**config.mk**
```make
export PLATFORM = sky130hd
export DESIGN_NAME = stack_sequencer
export DESIGN_NICKNAME = d
export VERILOG_FILES = /design/src/rtl/stack_sequencer.sv
export SDC_FILE = /design/constraint.sdc
export NUM_CORES = 1
export LEC_CHECK = 0
export BUFFER_PORTS_ARGS = -buffer_cell sky130_fd_sc_hd__buf_2
export CAP_MARGIN = 40
export CORE_MARGIN = 1
export CORE_UTILIZATION = 52
export DETAILED_ROUTE_END_ITERATION = 16
export GPL_TIMING_DRIVEN = 0
export PLACE_DENSITY = 0.82
export REMOVE_ABC_BUFFERS = 1
export SLEW_MARGIN = 10
export SYNTH_ARGS = -nofsm -noshare
export SYNTH_HDL_FRONTEND = slang
export SYNTH_SLANG_ARGS = --single-unit
export TNS_END_PERCENT = 20
```
**constraint.sdc**
```tcl
create_clock -name clk -period 3.1 [get_ports clk]
set_input_delay 0.155 -clock clk [delete_from_list [all_inputs] [get_ports clk]]
set_output_delay 0.155 -clock clk [all_outputs]
set_load 0.1 [all_outputs]
```
**src/rtl/stack_sequencer.sv**
```systemverilog
// Stack transfer sequencer: walks push then pop masks one word per bus slot,
// producing SS-relative word offsets and register-file read/write strobes.
module stack_sequencer #(
    parameter int ADDR_W = 16
) (
    input  logic              clk,
    input  logic              reset,
    input  logic              start,
    input  logic [15:0]       push_mask,
    input  logic [15:0]       pop_mask,
    input  logic [ADDR_W-1:0] sp_in,
    input  logic [15:0]       operand_in,
    output logic [3:0]        reg_rd_sel,
    input  logic [15:0]       reg_rd_data,
    output logic              reg_wr_en,
    output logic [3:0]        reg_wr_sel,
    output logic [15:0]       reg_wr_data,
    output logic              mem_req,
    output logic              mem_wr,
    output logic [ADDR_W-1:0] mem_addr,
    output logic [15:0]       mem_wdata,
    input  logic              mem_ack,
    input  logic [15:0]       mem_rdata,
    output logic [ADDR_W-1:0] sp_out,
    output logic              sp_we,
    output logic              busy,
    output logic              done
);
    localparam logic [3:0]  STACK_SP         = 4'd4;
    localparam logic [3:0]  STACK_SP_DISCARD = 4'd5;
    localparam logic [3:0]  STACK_OPERAND    = 4'd15;
    localparam logic [15:0] DISCARD_MASK     = 16'h0020;

    typedef enum logic [1:0] {S_IDLE, S_PUSH, S_POP, S_FINISH} state_t;

    state_t            r_state;
    logic [15:0]       r_push;
    logic [15:0]       r_pop;
    logic [ADDR_W-1:0] r_sp_cur;
    logic [ADDR_W-1:0] r_sp_orig;

    logic [3:0]        w_push_bit;
    logic [3:0]        w_pop_bit;
    logic [15:0]       w_push_rem;
    logic [15:0]       w_pop_rem;
    logic [15:0]       w_start_push;
    logic              w_pop_is_sp;

    function automatic logic [3:0] f_lowest(input logic [15:0] m);
        f_lowest = 4'd0;
        for (int i = 15; i >= 0; i--)
            if (m[i]) f_lowest = 4'(i);
    endfunction

    function automatic logic [3:0] f_highest(input logic [15:0] m);
        f_highest = 4'd0;
        for (int i = 0; i < 16; i++)
            if (m[i]) f_highest = 4'(i);
    endfunction

    assign w_push_bit   = f_lowest(r_push);
    assign w_pop_bit    = f_highest(r_pop);
    assign w_push_rem   = r_push & ~(16'd1 << w_push_bit);
    assign w_pop_rem    = r_pop & ~(16'd1 << w_pop_bit);
    // The discard bit never occupies a push slot, so drop it at latch time.
    assign w_start_push = push_mask & ~DISCARD_MASK;
    assign w_pop_is_sp  = (w_pop_bit == STACK_SP) || (w_pop_bit == STACK_SP_DISCARD);

    always_ff @(posedge clk or posedge reset) begin
        if (reset) begin
            r_state   <= S_IDLE;
            r_push    <= '0;
            r_pop     <= '0;
            r_sp_cur  <= '0;
            r_sp_orig <= '0;
        end else begin
            case (r_state)
                S_IDLE: if (start) begin
                    r_push    <= w_start_push;
                    r_pop     <= pop_mask;
                    r_sp_cur  <= sp_in;
                    r_sp_orig <= sp_in;
                    if (w_start_push != '0)  r_state <= S_PUSH;
                    else if (pop_mask != '0) r_state <= S_POP;
                    else                     r_state <= S_FINISH;
                end
                S_PUSH: if (mem_ack) begin
                    r_push   <= w_push_rem;
                    r_sp_cur <= r_sp_cur - ADDR_W'(2);
                    if (w_push_rem == '0)
                        r_state <= (r_pop != '0) ? S_POP : S_FINISH;
                end
                S_POP: if (mem_ack) begin
                    r_pop    <= w_pop_rem;
                    r_sp_cur <= r_sp_cur + ADDR_W'(2);
                    if (w_pop_rem == '0) r_state <= S_FINISH;
                end
                S_FINISH: r_state <= S_IDLE;
                default:  r_state <= S_IDLE;
            endcase
        end
    end

    // All outputs are decoded from registered state so they hold steady
    // for the whole time mem_req waits on mem_ack.
    always_comb begin
        busy        = (r_state != S_IDLE);
        mem_req     = (r_state == S_PUSH) || (r_state == S_POP);
        mem_wr      = (r_state == S_PUSH);
        mem_addr    = '0;
        mem_wdata   = '0;
        reg_rd_sel  = '0;
        reg_wr_en   = 1'b0;
        reg_wr_sel  = '0;
        reg_wr_data = '0;
        done        = (r_state == S_FINISH);
        sp_we       = (r_state == S_FINISH);
        sp_out      = (r_state == S_FINISH) ? r_sp_cur : '0;
        if (r_state == S_PUSH) begin
            mem_addr   = r_sp_cur - ADDR_W'(2);
            reg_rd_sel = w_push_bit;
            if (w_push_bit == STACK_SP)           mem_wdata = 16'(r_sp_orig);
            else if (w_push_bit == STACK_OPERAND) mem_wdata = operand_in;
            else                                  mem_wdata = reg_rd_data;
        end else if (r_state == S_POP) begin
            mem_addr = r_sp_cur;
            if (mem_ack && !w_pop_is_sp) begin
                reg_wr_en   = 1'b1;
                reg_wr_sel  = w_pop_bit;
                reg_wr_data = mem_rdata;
            end
        end
    end
endmodule

```
Word level (Yosys, flattened, before mapping)
Index checks and enable logic that the tools add are counted.
- add/sub/neg operators: 2
- muxes and demuxes: 66
- equal/unequal tests: 12
- reduce and logical (&&, ||, !) cells: 19
- shifts and indexed selects: 2
- bitwise operators: 4
- operators with widths (kind ; count):
    $mux 16 ; 16
    $mux 4 ; 34
    $pmux 16 s2 ; 2
    $pmux 16 s3 ; 1
    $reduce_bool 16->1 ; 3
    $and 16x16->16 ; 2
    $logic_not 16->1 ; 2
    $not 16->16 ; 2
    $shl 1x4->16 const A ; 2
    $add 16x2->16 const B ; 1
    $sub 16x2->16 const B ; 1
    $eq 4x3->1 const B ; 3
    $mux 2 ; 6
    $pmux 2 s4 ; 1
    $mux 1 ; 6
    $ne 2x2->1 const B ; 3
    $reduce_and 3->1 ; 2
    $reduce_bool 2->1 ; 3
    $reduce_and 5->1 ; 1
    $eq 2x2->1 const B ; 2
    $eq 4x4->1 const B ; 1
    $ne 2x1->1 const B ; 2
    $reduce_and 4->1 ; 1
    $reduce_bool 3->1 ; 1
    other kinds (6) ; 7
- output and inout bits: 78
- input bits: 100
- flip-flop bits (word level): 66
- word-level logic and storage cells: 110

Logic depth before layout (Yosys ltp)
Gate-level depths: netlist (run 1).
- word-level depth: 23
- gate-level depth with buffers: 11
- mapped depth without buffers: 10

Worst setup path after synthesis (run 1)
Ideal clock, no wire load.
- path type: register -> output
- from: reg r_state[1]
- to: out mem_wdata[10]
- setup slack: -1.316 ns
- data arrival time: 4.261 ns
- stages on the path, launching flop included: 7
- buffers on the path: 2
- path through: dfrtp_1 > inv_1 > ha_1 > inv_1 > clkbuf_1 > clkbuf_1 > a211oi_1
- cells in the longest elaborated chain, start to end: 2
- ends and longest elaborated chain (item ; line ; RTL):
    start: declaration ; 36 ; state_t r_state;
    start signal: assignment ; 91 ; r_state <= (r_pop != '0) ? S_POP : S_FINISH;
    $eq 2x1->1 ; -- ;
    named net mem_wr ; 19 ; output logic mem_wr,
    $mux 16 ; 119 ; if (r_state == S_PUSH) begin
    end: declaration ; 21 ; output logic [15:0] mem_wdata,
The timed path passes the listed nets, and every way through them passes these cells.

Worst setup path in the final report (run 1)
- from: reg r_push[7]
- to: out mem_wdata[5]
- cells in the longest elaborated chain, start to end: 12
- elaborated cells between the ends (all ways): 13
- those cells by class: eq/ne: 2; mux: 11
- ends and longest elaborated chain (item ; line ; RTL):
    start: declaration ; 37 ; logic [15:0] r_push;
    start signal: assignment ; 79 ; r_push <= w_start_push;
    start signal: assignment ; 88 ; r_push <= w_push_rem;
    $mux 4 (*) (8 in a row) ; 52 ; if (m[i]) f_lowest = 4'(i);
    $eq 4x4->1 ; 123 ; else if (w_push_bit == STACK_OPERAND) mem_wdata = operand_in;
    $mux 16 ; 123 ;
    $mux 16 (*) ; 122 ; if (w_push_bit == STACK_SP) mem_wdata = 16'(r_sp_orig);
    $mux 16 (*) ; 119 ;
Every way passes the cells marked *; elsewhere a longest branch is shown, timed or not.

==> impl_metrics.ini, run 1 <==
[cells_and_area]
drive_gt1_share_pct = 32.1
n_antenna_cell = 0
syn2layout_area_growth_pct = 29.3
final_cells = 987
nNetsFinal = 956
final_util_pct = 70.5
fillCellCount = 802

[floorplanning]
ios = 178
die_area_um2 = 10800
initial_core_util_pct = 54.5
row_count = 36
chipWidth_um = 104
die_h_um = 104
coreArea_um2 = 9910

[synth]
syn_area_per_cell_um2 = 7.78
yosysSeqAreaShare_pct = 30.6
ys_types = 75
synth_edf_count = 0
synth_area_leaders = dfrtp_1 (31%), nand2_1 (6.3%), o21ai_0 (5.7%)
ys_warn_count = 0
synthCells = 695
synth_top_cell_area_share_pct = 30.6
synthArstFlopShare_pct = 100
syn_area_um2 = 5400
synth-main-ff-cell = dfrtp_1
ys_seq_elements = 66
synth_top_cell_by_area = dfrtp_1

[global_route]
grt_pass1_vias = 5924
grt_max_degree = 45
grt_pass1_wl_um = 29000
track_usage_pct = 33.8
antenna_found_initial = 0
grt-ovfl-total = 0

[placement]
dpl.hpwl_um = 12900
place_inst = 959
portBuffers = 176
routabilityCongestion = 0.937

[worst_setup_path]
critPathLaunchType = register
crit_slowest_cell = dfrtp_2
crit_family = simple AND/OR/NAND/NOR gates
cp_common_cell = buf_4
crit_type = register to primary output
required_ns = 2.94
reg2reg_to = r_state[0]
critPathArrivalTime_ns = 2.96
crit_fanout = 11
endpoint = mem_wdata[5]
setup.worst_path.end_class = primary output
crit_path_cell_trace = nor4_4 > nand4_1 > buf_4 > or2_4 > mux2i_1 > a211oi_1 > buf_4
rr_worst_depth = 10
worst-path-buf-inv = 2
crit_path_start = r_push[7]
crit_cells = 7
r2r_start = r_push[7]
critPathMaxStageDelay_ns = 0.52
ff2ff_setup_slack_ns = 0.15

[sta]
report.final.slew_viol_count = 0
fin_ws_ns = -0.0121
worst_slew_pin_slew_ns = 0.847
relSlewSlack_pct = 43.4
hold_viol = 0
setup_viol = 1
whs_ns = 0.0132
finalWorstPathRequiredPeriod_ns = 3.11
maxClockFrequency_mhz = 321
fin_crit_sh_pct = 100
final.setup_skew_ns = 0.00644
rsz0062_at_grt = yes

[status]
outcome = finished, violations left
violations = negative setup slack

[clock_tree]
tritoncts = done
root_buffer = clkbuf_8
cts_buffers = 9
ctsLongestPathBuffers = 2
clk_latency_ns = 0.38
cts_max_level = 3
cts_sinks = 66
path_clk_slew_ns = 0.08

[worst_hold_path]
worstHoldPathType = primary input to register
holdPathStages = 2

[run]
max_cap_violations = 0

[routing]
wl_per_cell_um = 18.8
drc_errors = 0
drt-total-wl_um = 18600
via_per_inst = 6.21
antenna_left = 0
dr.pass1.iters = 5
num_vias = 6128
drtIter0Drc = 495
==> metal layers <==
metal | track usage (%) | part of all wire [%]
met4 | 17.1 | 2.9
met3 | 7.08 | 8.4
met2 | 57.6 | 50
met5 | 0 | 0
met1 | 40.1 | 39
==> worst min-delay path by stage <==
stage                       start         end
global placement      pop_mask[5]    r_pop[5]
floorplan             pop_mask[7]    r_pop[7]
CTS                   pop_mask[9]    r_pop[9]
global route        push_mask[10]  r_push[10]
detailed placement          reset  r_push[10]
finish              push_mask[10]  r_push[10]
==> synth_stat cells, drive strengths merged (8+ instances only) <==
cell,instances
a21o,10
nor2,68
nand2,90
mux2i,18
o21ai,64
mux2,17
dfrtp,66
nand4,11
nor4,16
a211oi,25
nor3,11
inv,19
a31oi,8
nand2b,16
clkbuf,42
buf,10
and2,34
nand3,15
a21oi,40
a221oi,9
a22o,23
==> worst register-to-register path: cells and delay by family (launching register included) <==
kind	cells	cell delay, ns
AO/OA/AOI/OAI	3	0.54
flip-flops	1	0.52
buffers and inverters	1	0.25
AND/OR/NAND/NOR	5	1.19
multiplexers	1	0.34
==> cell usage in the layout, fill, tap and decap left out, types with 4 or more instances in the layout <==
cell type and count:
a211oi_1 18, a211oi_2 7, a21boi_0 5, a21o_1 10
a21oi_1 38, a221oi_1 7, a22o_1 23, a311oi_1 6
a31oi_1 8, and2_1 34, buf_2 158, buf_4 18
clkbuf_8 16, dfrtp_1 58, dfrtp_2 8, dlygate4sd3_1 4
ha_1 4, inv_1 16, mux2_2 15, mux2i_1 18
nand2_1 90, nand2b_1 16, nand3_1 13, nand4_1 11
nor2_1 63, nor2b_1 4, nor3_1 8, nor4_1 11
nor4_4 4, o21ai_0 61, or3_1 4, xnor2_1 6
==> cell type report <==
| type | count | area [um^2] | area share (%) |
|---|---|---|---|
| clock inverters | 7 | 93.8 | 1.34 |
| multi-input cells | 559 | 3680 | 52.7 |
| repair buffers | 193 | 1180 | 16.9 |
| inverters | 20 | 77.6 | 1.11 |
| well taps | 133 | 166 | 2.38 |
| clock buffers | 9 | 124 | 1.77 |
| flip-flops and latches | 66 | 1660 | 23.8 |
==> cells by family after synthesis <==
logic type	count (synthesis)	share of synthesized area [%]
flops	66	30.6
xor+xnor	6	0.972
simple gates	287	26.7
fa+ha+maj	8	1.81
mux	35	6.88
buf+inv	72	5.23
compound gates	221	27.9
==> state kept, by name, summed over array words and instances, names as in the netlist <==
name       count
r_pop         16
r_push        16
r_sp_cur      16
r_sp_orig     16
r_state        2
==> what timing repair did <==
action | 4_1_cts | 5_1_grt
hold endpoints to repair | 25 | 0
setup endpoints to repair | 47 | 46
pin swaps | 1 | 6
cloned | 0 | 2
hold buffers | 4 | 0
setup buffers | 1 | 5
resized for setup | 32 | 36
==> per-stage QoR <==
step / area [um^2] / worst slack [ns] / setup TNS [ns]
after detailed placement: 6380 / -0.588 / -10.26
after floorplan: 5200 / -2.45 / -124.75
after global routing: 6990 / -0.176 / -1.11
final: 6990 / -0.0121 / -0.0121
after global placement: 6240 / -1.92 / -83.88
after CTS: 6760 / -0.0661 / -0.349
Power of run 1 is left out: the tool's default activity adds up to more than one toggle a clock period on the data nets, which glitch-free logic cannot reach.
==> run 2: changes to the inputs <==
RECOVER_POWER = 25   (was unset)
==> run 2 against run 1 <==
The flow still finishes with violations (negative setup slack). Clock skew rose by 0.00075 ns. Flip-flop and latch count did not move. Global-route usage did not move. Sequential share of layout area rose by 0.081 points. First-iteration DRC count rose by 1.8%. Worst setup slack got worse by 0.011 ns. Via count rose by 0.39%. Largest cell class unchanged.
==> impl_metrics.ini, run 2 (synthesized netlist as in run 1, its figures left out) <==
[status]
outcome = finished, violations left
violations = negative setup slack

[global_route]
grt-ovfl-total = 0
grt_pass1_wl_um = 29000
grt_pass1_vias = 5924
use_met1_pct = 40.1
antenna_found_initial = 0
grt.busiest_layer = met2
met2_usage_pct = 57.6
grtUsageMet3_pct = 7.08
grt_max_degree = 45
track_usage_pct = 33.8

[clock_tree]
root_buffer = clkbuf_8
cts_max_level = 3
cts_sinks = 66
path_clk_slew_ns = 0.08
ctsLongestPathBuffers = 2
clk_latency_ns = 0.38
tritoncts = done
cts_buffers = 9

[sta]
final.setup_skew_ns = 0.00719
setup_tns_ns = -0.0231
report.final.slew_viol_count = 0
finalWorstPathRequiredPeriod_ns = 3.12
hold_viol = 0
whs_ns = 0.0133
maxClockFrequency_mhz = 320
setup_viol = 1
relSlewSlack_pct = 20.5
rsz0062_at_grt = yes
worst_slew_pin_slew_ns = 1.19
fin_ws_ns = -0.0231
fin_crit_sh_pct = 101

[worst_setup_path]
critPathArrivalTime_ns = 2.97
setup.worst_path.end_class = primary output
rr_worst_depth = 10
required_ns = 2.94
crit_type = register to primary output
crit_fanout = 11
critPathLaunchType = register

[cells_and_area]
syn2layout_area_growth_pct = 28.8
drive_gt1_share_pct = 32.1
n_antenna_cell = 0
fillCellCount = 805
final_cell_mix = buf_2 (158), nand2_1 (90), nor2_1 (63), o21ai_0 (61), dfrtp_1 (58)
nNetsFinal = 956
final_common_cell = buf_2

[floorplanning]
chipWidth_um = 104
coreArea_um2 = 9910
die_area_um2 = 10800
die_h_um = 104
row_count = 36
initial_core_util_pct = 54.5
ios = 178

[routing]
via_per_inst = 6.23
dr.pass1.iters = 5
wl_per_cell_um = 18.9
num_vias = 6152
antenna_left = 0
drtIter0Drc = 504
drc_errors = 0
drt-total-wl_um = 18600

[run]
max_cap_violations = 0

[worst_hold_path]
worstHoldPathType = primary input to register
holdPathStages = 2

[placement]
routabilityCongestion = 0.937
portBuffers = 176
dpl.hpwl_um = 12900
place_ws_ns = -0.588
run 2: changes by cell type in the layout (fill, tap and decap cells not counted), sizes merged:
cell	before	now
inv	19	18
buf	182	181
clkbuf	16	17
clkinvlp	2	3
run 2: what timing repair did:
item	CTS	global route
gates cloned	0	2
endpoints found under the hold margin	25	0
hold buffers	4	0
pin swaps	1	6
setup buffers	1	5
setup endpoints to repair	47	46
resized for setup	32	36
run 2: critical path, stage by stage (launching register included):
cell,delay [ns]
dfrtp_2,0.52
nor4_4,0.41
nand4_1,0.33
buf_4,0.25
or2_4,0.31
mux2i_1,0.14
a211oi_1,0.27
buf_4,0.34
run 2: worst paths after layout:
check	slack, ns	start	endpoint
setup / recovery	-0.02	r_push[7]	mem_wdata[5]
hold / removal	0.01	push_mask[10]	r_push[10]
setup reg to reg	0.15	r_push[7]	r_state[0]
hold reg to reg	0.49	r_sp_orig[0]	r_sp_orig[0]
max in group asynchronous	0.91	reset	r_sp_cur[2]
min in group asynchronous	0.49	reset	r_push[10]
run 2: metrics by stage:
step	util [%]	area [um^2]	std cells
6_report	70.3	6960	987
5_1_grt	70.3	6960	987
4_1_cts	68.2	6760	980
3_5_place_dp	64.4	6380	959
3_3_place_gp	63.0	6240	952
2_1_floorplan	-	5200	643
run 2: metal layers:
metal	vias to the layer above	wire length, um
li1	2838	-
met1	2903	7190
met2	362	9240
met3	49	1660
met4	0	531
met5	-	0
run 2: final cells by class:
class                   count  area, um^2  share of cell area [%]
clock buffers               9         124                    1.78
clock inverters             7        93.8                    1.35
inverters                  20        76.3                    1.10
well taps                 133         166                    2.39
flip-flops and latches     66        1660                    23.9
multi-input cells         559        3680                    52.9
repair buffers            193        1160                    16.7
Power of run 2 is left out for the same reason.
==> run 3: changes to the inputs <==
--- a/config.mk
+++ b/config.mk
@@ -10,7 +10,7 @@
 export CORE_MARGIN = 1
-export CORE_UTILIZATION = 52
+export CORE_UTILIZATION = 47
 export DETAILED_ROUTE_END_ITERATION = 16
 export GPL_TIMING_DRIVEN = 0
-export PLACE_DENSITY = 0.82
-export RECOVER_POWER = 25
+export PLACE_DENSITY = 0.78
+export RECOVER_POWER = 50
 export REMOVE_ABC_BUFFERS = 1
==> constraint.sdc (replaced) <==
create_clock -name clk -period 2.7 [get_ports clk]
set_input_delay 0.135 -clock clk [delete_from_list [all_inputs] [get_ports clk]]
set_output_delay 0.135 -clock clk [all_outputs]
set_load 0.005 [all_outputs]
==> run 3 against run 2 <==
The flow finishes with violations (max-capacitance violations, max-slew violations, negative setup slack). Utilization down 5.4 points. Routed wire length decreased by 2.5%. First-iteration DRC count fell by 18%. Non-clock buffer count up 21. Count of clock-buffer cells in the layout up 1. Critical path depth is 2 higher. Largest cell class unchanged. Highest routed layer is now met5.
==> impl_metrics.ini, run 3 (synthesized netlist as in run 1, its figures left out) <==
[status]
outcome = finished, violations left
violations = max-capacitance violations, max-slew violations, negative setup slack

[cells_and_area]
nNetsFinal = 977
final_cell_mix = buf_2 (167), nand2_1 (89), o21ai_0 (61), nor2_1 (61), dfrtp_1 (51)
final_common_cell = buf_2
drive_gt1_share_pct = 34.6
final_cells = 1015
fillCellCount = 992
syn2layout_area_growth_pct = 32.5
design_area_um2 = 7160
n_antenna_cell = 0

[floorplanning]
die_area_um2 = 11900
row_count = 38
coreArea_um2 = 11000
chipWidth_um = 109
initial_core_util_pct = 49.0
die_h_um = 109
ios = 178

[sta]
worst_slew_pin_slew_ns = 1.63
final.setup_skew_ns = 0.0102
hold_viol = 0
relSlewSlack_pct = -8.69
rsz0062_at_grt = yes
setup_tns_ns = -0.0319
fin_crit_sh_pct = 101
finalWorstPathRequiredPeriod_ns = 2.72
fin_ws_ns = -0.0183
setup_viol = 2
whs_ns = 0.0146
maxClockFrequency_mhz = 368
report.final.slew_viol_count = 63

[global_route]
antenna_found_initial = 1
grt_max_degree = 63
grt_pass1_wl_um = 27700
grt_pass1_vias = 5403
grt-ovfl-total = 0
track_usage_pct = 30.3

[power]
switching_share_pct = 48.8
combPwrFrac_pct = 61.2
intPower_mw = 4.65
seqPwrFrac_pct = 25.4
ir_drop_v = 0.000654
p_total_mw = 9.09
p_per_area_nw_per_um2 = 1270
p_sw_mw = 4.44
clkPwrFrac_pct = 13.4
leakagePower_nw = 3.32

[worst_setup_path]
required_ns = 2.91
crit_type = register to register
crit_fanout = 6
crit_path_start = r_push[9]
critPathArrivalTime_ns = 2.92
critPathLaunchType = register
r2r_start = r_push[9]
setup.worst_path.end_class = register

[clock_tree]
clk_latency_ns = 0.34
path_clk_slew_ns = 0.06
tritoncts = done
cts_max_level = 3
cts_buffers = 9
root_buffer = clkbuf_16
cts_sinks = 66
ctsLongestPathBuffers = 2

[routing]
dr.pass1.iters = 7
drt-total-wl_um = 18200
drtIter0Drc = 412
drc_errors = 0
wl_per_cell_um = 17.9
via_per_inst = 6.03
antenna_left = 0
num_vias = 6118

[placement]
portBuffers = 176
place_area_um2 = 6400
routabilityCongestion = 0.931
place_inst = 967
dpl.hpwl_um = 12300

[run]
max_cap_violations = 1

[worst_hold_path]
min-delay-start = push_mask[3]
worstHoldPathType = primary input to register
==> run 3: path summary, 6_finish.rpt <==
| check | slack (ns) | endpoint | depth (start not counted) |
|---|---|---|---|
| max | -0.02 | r_state[1] | 9 |
| min | 0.01 | r_push[3] | 2 |
| max reg2reg | -0.02 | r_state[1] | 9 |
| min reg2reg | 0.49 | r_sp_orig[0] | 2 |
| max in group asynchronous | 0.43 | r_sp_cur[3] | 4 |
| min in group asynchronous | 0.25 | r_push[3] | 3 |
==> run 3: critical path: stages (launching register included) <==
cell,delay (ns)
dfrtp_2,0.47
or3_1,0.42
o221ai_2,0.17
a21oi_2,0.10
buf_4,0.17
or2_4,0.26
o31a_1,0.28
nor4_4,0.28
o22ai_2,0.12
mux2_1,0.33
==> run 3: power groups by stage <==
stage	combinational, mW	clock [mW]	sequential [mW]
CTS	5.30	1.22	2.25
global route	6.14	1.26	2.38
global placement	4.63	0	2.26
finish	5.57	1.21	2.31
floorplan	3.36	0	2.04
detailed placement	4.83	0	2.27
==> run 3: cell type report <==
class	count	area, um^2	share of cell area (%)
Inverter	20	83.8	1.17
Tap cell	140	175	2.45
Multi-Input combinational cell	559	3720	51.9
Timing Repair Buffer	214	1210	16.8
Clock inverter	6	66.3	0.926
Sequential cell	66	1670	23.4
Clock buffer	10	239	3.34
==> run 3: what timing repair did <==
item                                    CTS  global route
hold buffers                              1             0
gates cloned                              2             0
pin swaps                                 9            22
gates resized for setup                  42            19
endpoints found under the setup margin   42            65
buffers inserted                         12            17
endpoints found under the hold margin    66             0
==> run 3: metrics by stage <==
step           worst slack [ns]  util, %
2_1_floorplan            -0.916        -
3_3_place_gp              -2.37     56.7
3_5_place_dp             -0.383     58.1
4_1_cts                 -0.0272     63.5
5_1_grt                  -0.145     64.9
6_report                -0.0183     64.9
==> run 3: layer usage <==
layer,track usage [%],up-vias,routed length (um),part of all wire [%]
met5,0,-,16,0.088
met4,11.3,2,373,2.1
met3,4.06,34,1290,7.1
met2,49.8,290,8830,49
met1,40.5,2902,7650,42
li1,-,2890,-,-
Power figures use the tool's default switching activity.
